**src/rtl/result_byte_streamer.sv**
```systemverilog
// -----------------------------------------------------------------------------
// result_byte_streamer
//
// Buffers 32-bit write-back results from the processor core in a small FIFO
// and streams them out one byte per cycle, little-endian (byte 0 first), over
// a valid/ready byte interface. Dropped captures (FIFO full) raise a sticky
// overflow flag that only reset clears.
//
// Ports
//   clk           in   rising-edge clock shared with the core
//   reset         in   synchronous, active-high reset
//   Result_i      in   [31:0] result word from the core
//   Capture_i     in   push request for Result_i this cycle
//   Byte_Ready_i  in   sink accepts Byte_o this cycle
//   Byte_o        out  [7:0] current outgoing byte (8'h00 when idle)
//   Byte_Valid_o  out  Byte_o holds a valid byte
//   Fifo_Count_o  out  [CNT_W-1:0] words buffered, excluding the serializer word
//   Full_o        out  Fifo_Count_o == FIFO_DEPTH
//   Empty_o       out  Fifo_Count_o == 0
//   Overflow_o    out  sticky: a capture was dropped
// -----------------------------------------------------------------------------
module result_byte_streamer #(
    parameter int FIFO_DEPTH = 16,
    parameter int CNT_W      = 5
) (
    input  logic             clk,
    input  logic             reset,
    input  logic [31:0]      Result_i,
    input  logic             Capture_i,
    input  logic             Byte_Ready_i,
    output logic [7:0]       Byte_o,
    output logic             Byte_Valid_o,
    output logic [CNT_W-1:0] Fifo_Count_o,
    output logic             Full_o,
    output logic             Empty_o,
    output logic             Overflow_o
);

    localparam int PTR_W = $clog2(FIFO_DEPTH);

    localparam logic [0:0] ST_IDLE = 1'b0;
    localparam logic [0:0] ST_SEND = 1'b1;

    logic [31:0]      mem_q [FIFO_DEPTH];

    logic [PTR_W-1:0] wr_ptr_q, wr_ptr_d;
    logic [PTR_W-1:0] rd_ptr_q, rd_ptr_d;
    logic [CNT_W-1:0] count_q,  count_d;
    logic             ovf_q,    ovf_d;
    logic [0:0]       state_q,  state_d;
    logic [1:0]       idx_q,    idx_d;
    logic [31:0]      hold_q,   hold_d;

    logic full;
    logic empty;
    logic push;
    logic pop;
    logic last_byte_taken;

    assign full  = (count_q == CNT_W'(FIFO_DEPTH));
    assign empty = (count_q == '0);
    assign push  = Capture_i && !full;

    // Final byte of the held word is being accepted this cycle.
    assign last_byte_taken = (state_q == ST_SEND) && Byte_Ready_i && (idx_q == 2'd3);

    // Pop either to start from idle or to chain the next word without a bubble.
    assign pop = !empty && ((state_q == ST_IDLE) || last_byte_taken);

    always_comb begin
        wr_ptr_d = wr_ptr_q;
        rd_ptr_d = rd_ptr_q;
        count_d  = count_q;
        ovf_d    = ovf_q;

        if (push) begin
            wr_ptr_d = wr_ptr_q + PTR_W'(1);
        end
        if (pop) begin
            rd_ptr_d = rd_ptr_q + PTR_W'(1);
        end

        case ({push, pop})
            2'b10:   count_d = count_q + CNT_W'(1);
            2'b01:   count_d = count_q - CNT_W'(1);
            default: count_d = count_q;
        endcase

        // Full is evaluated before any same-edge pop, so the drop is sticky
        // even when a pop frees a slot at that edge.
        if (Capture_i && full) begin
            ovf_d = 1'b1;
        end
    end

    always_comb begin
        state_d = state_q;
        idx_d   = idx_q;
        hold_d  = hold_q;

        case (state_q)
            ST_IDLE: begin
                if (pop) begin
                    hold_d  = mem_q[rd_ptr_q];
                    idx_d   = 2'd0;
                    state_d = ST_SEND;
                end
            end
            ST_SEND: begin
                if (Byte_Ready_i) begin
                    if (idx_q != 2'd3) begin
                        idx_d = idx_q + 2'd1;
                    end else if (pop) begin
                        hold_d = mem_q[rd_ptr_q];
                        idx_d  = 2'd0;
                    end else begin
                        idx_d   = 2'd0;
                        state_d = ST_IDLE;
                    end
                end
            end
            default: begin
                state_d = ST_IDLE;
                idx_d   = 2'd0;
            end
        endcase
    end

    always_ff @(posedge clk) begin
        if (reset) begin
            wr_ptr_q <= '0;
            rd_ptr_q <= '0;
            count_q  <= '0;
            ovf_q    <= 1'b0;
            state_q  <= ST_IDLE;
            idx_q    <= 2'd0;
            hold_q   <= '0;
        end else begin
            wr_ptr_q <= wr_ptr_d;
            rd_ptr_q <= rd_ptr_d;
            count_q  <= count_d;
            ovf_q    <= ovf_d;
            state_q  <= state_d;
            idx_q    <= idx_d;
            hold_q   <= hold_d;
        end
    end

    // Storage needs no reset: only slots between the pointers are ever read.
    always_ff @(posedge clk) begin
        if (!reset && push) begin
            mem_q[wr_ptr_q] <= Result_i;
        end
    end

    always_comb begin
        Byte_o = 8'h00;
        if (state_q == ST_SEND) begin
            case (idx_q)
                2'd0:    Byte_o = hold_q[7:0];
                2'd1:    Byte_o = hold_q[15:8];
                2'd2:    Byte_o = hold_q[23:16];
                default: Byte_o = hold_q[31:24];
            endcase
        end
    end

    assign Byte_Valid_o = (state_q == ST_SEND);
    assign Fifo_Count_o = count_q;
    assign Full_o       = full;
    assign Empty_o      = empty;
    assign Overflow_o   = ovf_q;

endmodule
```
**config.mk**
```make
export PLATFORM = sky130hd
export DESIGN_NAME = result_byte_streamer
export DESIGN_NICKNAME = d
export VERILOG_FILES = /design/src/rtl/result_byte_streamer.sv
export SDC_FILE = /design/constraint.sdc
export NUM_CORES = 1
export LEC_CHECK = 0
export BUFFER_PORTS_ARGS = -buffer_cell sky130_fd_sc_hd__buf_2
export CORE_MARGIN = 3
export CORE_UTILIZATION = 55
export DETAILED_ROUTE_END_ITERATION = 10
export PLACE_DENSITY_LB_ADDON = 0.2
export SKIP_LAST_GASP = 1
export SYNTH_ARGS = -nofsm -noshare
export SYNTH_HDL_FRONTEND = slang
export SYNTH_SLANG_ARGS = --single-unit
```
**constraint.sdc**
```tcl
create_clock -name clk -period 4 [get_ports clk]
set_clock_uncertainty 0.15 [all_clocks]
set_input_delay 0.8 -clock clk [delete_from_list [all_inputs] [get_ports clk]]
set_output_delay 0.8 -clock clk [all_outputs]
set_load 0.02 [all_outputs]
```
==> impl_metrics.py <==
metrics = {
    "global_routing": {
        "grt_pass1_wl_um": 65100,
        "antenna_found_initial": 0,
        "grt_max_degree": 46,
        "grt_pass1_vias": 10300,
        "grt_overflow": 0,
        "track_usage": 0.211,
    },
    "die": {
        "fp.dieH_um": 205,
        "fp.dieArea_um2": 42000,
        "rows": 72,
        "die_x_um": 205,
        "ioPinCount": 53,
        "fp.coreArea_um2": 38800,
        "initial_core_util": 0.560,
    },
    "worst_setup_path": {
        "cp_num_buf_inv": 2,
        "cp_slowest_cell": "a222oi_1",
        "endpoint_kind": "output pin",
        "cp_max_fo": 8,
        "critPathRequiredTime_ns": 3.05,
        "start_kind": "register",
        "arrival_ns": 2.66,
        "reg2reg_slack_ns": 0.86,
        "crit_start": "idx_q[0]$_SDFFE_PP0P_",
        "cp_cell_sequence": "inv_1, ha_1, a222oi_1, o21ai_0, and2_1, buf_2",
        "reg2reg_from": "idx_q[0]$_SDFFE_PP0P_",
        "crit_type": "reg -> out",
        "regToRegEndpoint": "Fifo_Count_o[4]$_SDFFE_PP0P_",
        "crit_family": "compound AO/OA/AOI/OAI gates",
        "r2r_cells": 10,
        "critPathMaxStageDelay_ns": 0.64,
    },
    "pwr": {
        "ir_drop_v": 0.000398,
        "power.total_w": 0.0147,
        "cellLeakagePower_nw": 7.79,
        "power_density_nw_per_um2": 593,
    },
    "cts": {
        "postCtsSetupBuffers": 0,
        "clkLatencyLatePin_ns": 0.59,
        "clock_path_buffers": 3,
        "ctsHoldBuffers": 0,
        "cts_resized": 0,
        "htree_levels": 2,
        "cts_tree": "yes",
        "path_clk_slew_ns": 0.06,
        "cts_buffers": 56,
        "cts_root_buf": "clkbuf_16",
        "clock_sinks": 565,
    },
    "sta": {
        "finalCritPeriodShare": 0.902,
        "worst_slew_pin_slew_ns": 0.789,
        "tns_ns": 0,
        "relSlewSlack": 0.474,
        "final_hold_viol_count": 0,
        "post-route-min-period_ns": 3.61,
        "setup_viol": 0,
        "drv_slew": 0,
        "rsz0062_at_grt": "no",
        "fmax_mhz": 277,
    },
    "synth": {
        "synth_area_leader_cell": "edfxtp_1",
        "yosysSeqAreaShare": 0.755,
        "synth-edff-count": 512,
        "synth_compound_area_frac": 0.0290,
        "synth_area_per_cell_um2": 21.0,
        "postSynth.asyncResetShare": 0,
        "ys_warn_count": 0,
        "synthSimpleGateAreaFrac": 0.0229,
        "yosys-mux-area-fraction": 0.166,
        "ys.flop_type": "edfxtp_1",
        "synthAdderAreaFrac": 0.00805,
        "yosys-top-cells-area": "edfxtp_1 71%, mux4_2 13%, dfxtp_1 4.9%, mux2_2 1.7%, mux2i_1 1.6%",
        "synth_top_family_by_area": "multiplexers",
        "syn_area_um2": 21800,
        "ys_types": 47,
        "synth_xor_area_frac": 0.00402,
        "ys_seq_elements": 565,
        "syn_inst": 1034,
        "netlist.area_leader.share": 0.706,
        "syn_nets": 1084,
    },
    "placement": {
        "dpl.hpwl_um": 24500,
        "port_buffers": 52,
        "place_congestion": 0.799,
    },
    "hold_path": {
        "hold_class": "reg -> reg",
        "worstHoldStart": "Overflow_o$_SDFFE_PP0P_",
        "hold_depth": 2,
        "holdPathEnd": "Overflow_o$_SDFFE_PP0P_",
    },
    "route": {
        "drt-total-wl_um": 42700,
        "firstDrtPassIters": 5,
        "drt-wirelength-per-cell_um": 25.4,
        "drt_iter0_markers": 1102,
        "vias_per_cell": 6.00,
        "antenna_left": 0,
        "via_count": 10100,
        "drc": 0,
    },
    "final_layout": {
        "finish.utilization": 0.637,
        "n_antenna_cell": 0,
        "multi_input_area_um2": 5120,
        "fillers": 2591,
        "register_area_um2": 16400,
        "fin_nets": 1168,
        "syn2layout_area_growth_pct": 13.7,
        "drive_gt1_frac": 0.302,
    },
    "flow_run": {
        "cap_violations": 0,
    },
    "run_status": {
        "status": "finished clean",
    },
}
## stage by stage
stage	instances	cell area, um2	setup WS [ns]	hold slack, ns
global placement	1578	22900	0.604	0.296
CTS	1684	24700	0.484	0.322
finish	1684	24700	0.394	0.317
global route	1684	24700	0.274	0.364
detailed placement	1578	22900	0.506	0.305
floorplan	1034	21800	0.592	0.305
## cells in the mapped netlist (3+ instances only)
| master | number |
|---|---|
| a221o_1 | 32 |
| inv_1 | 6 |
| xor2_1 | 8 |
| nor2_1 | 68 |
| clkbuf_1 | 26 |
| nand2_1 | 16 |
| edfxtp_1 | 512 |
| mux2i_1 | 35 |
| and2_1 | 8 |
| buf_6 | 6 |
| buf_1 | 8 |
| o21ai_0 | 12 |
| o211ai_1 | 3 |
| a222oi_1 | 8 |
| dfxtp_1 | 53 |
| buf_2 | 16 |
| ha_1 | 14 |
| a21oi_1 | 6 |
| buf_4 | 4 |
| mux4_2 | 128 |
| mux2_2 | 33 |
## sequential cells by signal (all words and copies together) (netlist names), named ones only
| name | cells |
|---|---|
| Fifo_Count_o | 5 |
| idx_q | 2 |
| hold_q | 32 |
| Overflow_o | 1 |
| rd_ptr_q | 4 |
| mem_q | 512 |
| Byte_Valid_o | 1 |
| wr_ptr_q | 4 |
## routing by layer
| layer | share of wire | routed length, um | GRT usage |
|---|---|---|---|
| met1 | 0.44 | 18800 | 0.315 |
| met4 | 0.024 | 1030 | 0.0630 |
| met2 | 0.47 | 20200 | 0.323 |
| met3 | 0.065 | 2790 | 0.0412 |
| met5 | 0 | 0 | 0 |
## how the worst max path moves through the flow
stage / end / slack [ns] / cells after the start
after floorplan: mem_q[4][0]$_DFFE_PP_ / 0.59 / 3
after global placement: Fifo_Count_o[4]$_SDFFE_PP0P_ / 0.60 / 10
after detailed placement: Fifo_Count_o[4]$_SDFFE_PP0P_ / 0.51 / 10
after CTS: Byte_o[3] / 0.48 / 6
after global routing: Byte_o[3] / 0.27 / 6
final: Byte_o[3] / 0.39 / 6
## cells in the final DEF, fill, tap and decap left out, types with 8 or more instances in the layout
cell type,count
a221o_1,32
a222oi_1,8
and2_1,8
buf_12,14
buf_2,52
buf_4,20
clkbuf_1,25
clkbuf_16,58
dfxtp_1,50
edfxtp_1,512
ha_1,14
mux2_2,33
mux2i_1,35
mux4_2,128
nand2_1,16
nor2_1,51
nor2_4,16
o21ai_0,12
xor2_1,8
## logic make-up (layout without fill, tap and decap cells)
logic type,after synthesis,in the layout
AND/OR/NAND/NOR,110,110
adder cells (fa/ha/maj),14,14
AO/OA/AOI/OAI,73,73
XOR/XNOR,10,10
buffers and inverters,66,198
flip-flops,565,565
multiplexers,196,196
## report_power, final
| group | internal (W) | leakage, nW | switching [W] |
|---|---|---|---|
| Combinational | 0.00122 | 1.87 | 0.00122 |
| Sequential | 0.00674 | 5.05 | 0.000398 |
| Clock | 0.00303 | 0.874 | 0.00209 |
## area by class of cell
| type | instances | area share |
|---|---|---|
| well taps | 518 | 0.0262 |
| clock inverters | 18 | 0.00824 |
| repair buffers | 86 | 0.0279 |
| flip-flops and latches | 565 | 0.665 |
| inverters | 6 | 0.000910 |
| clock buffers | 88 | 0.0652 |
| multi-input cells | 403 | 0.207 |
## worst min-delay path, cell delays in order, from the launching register on
cell and delay, ns:
dfxtp_1 0.32, a21oi_1 0.04, nor2_1 0.07
Note: power is estimated with default switching activity, not from simulation.
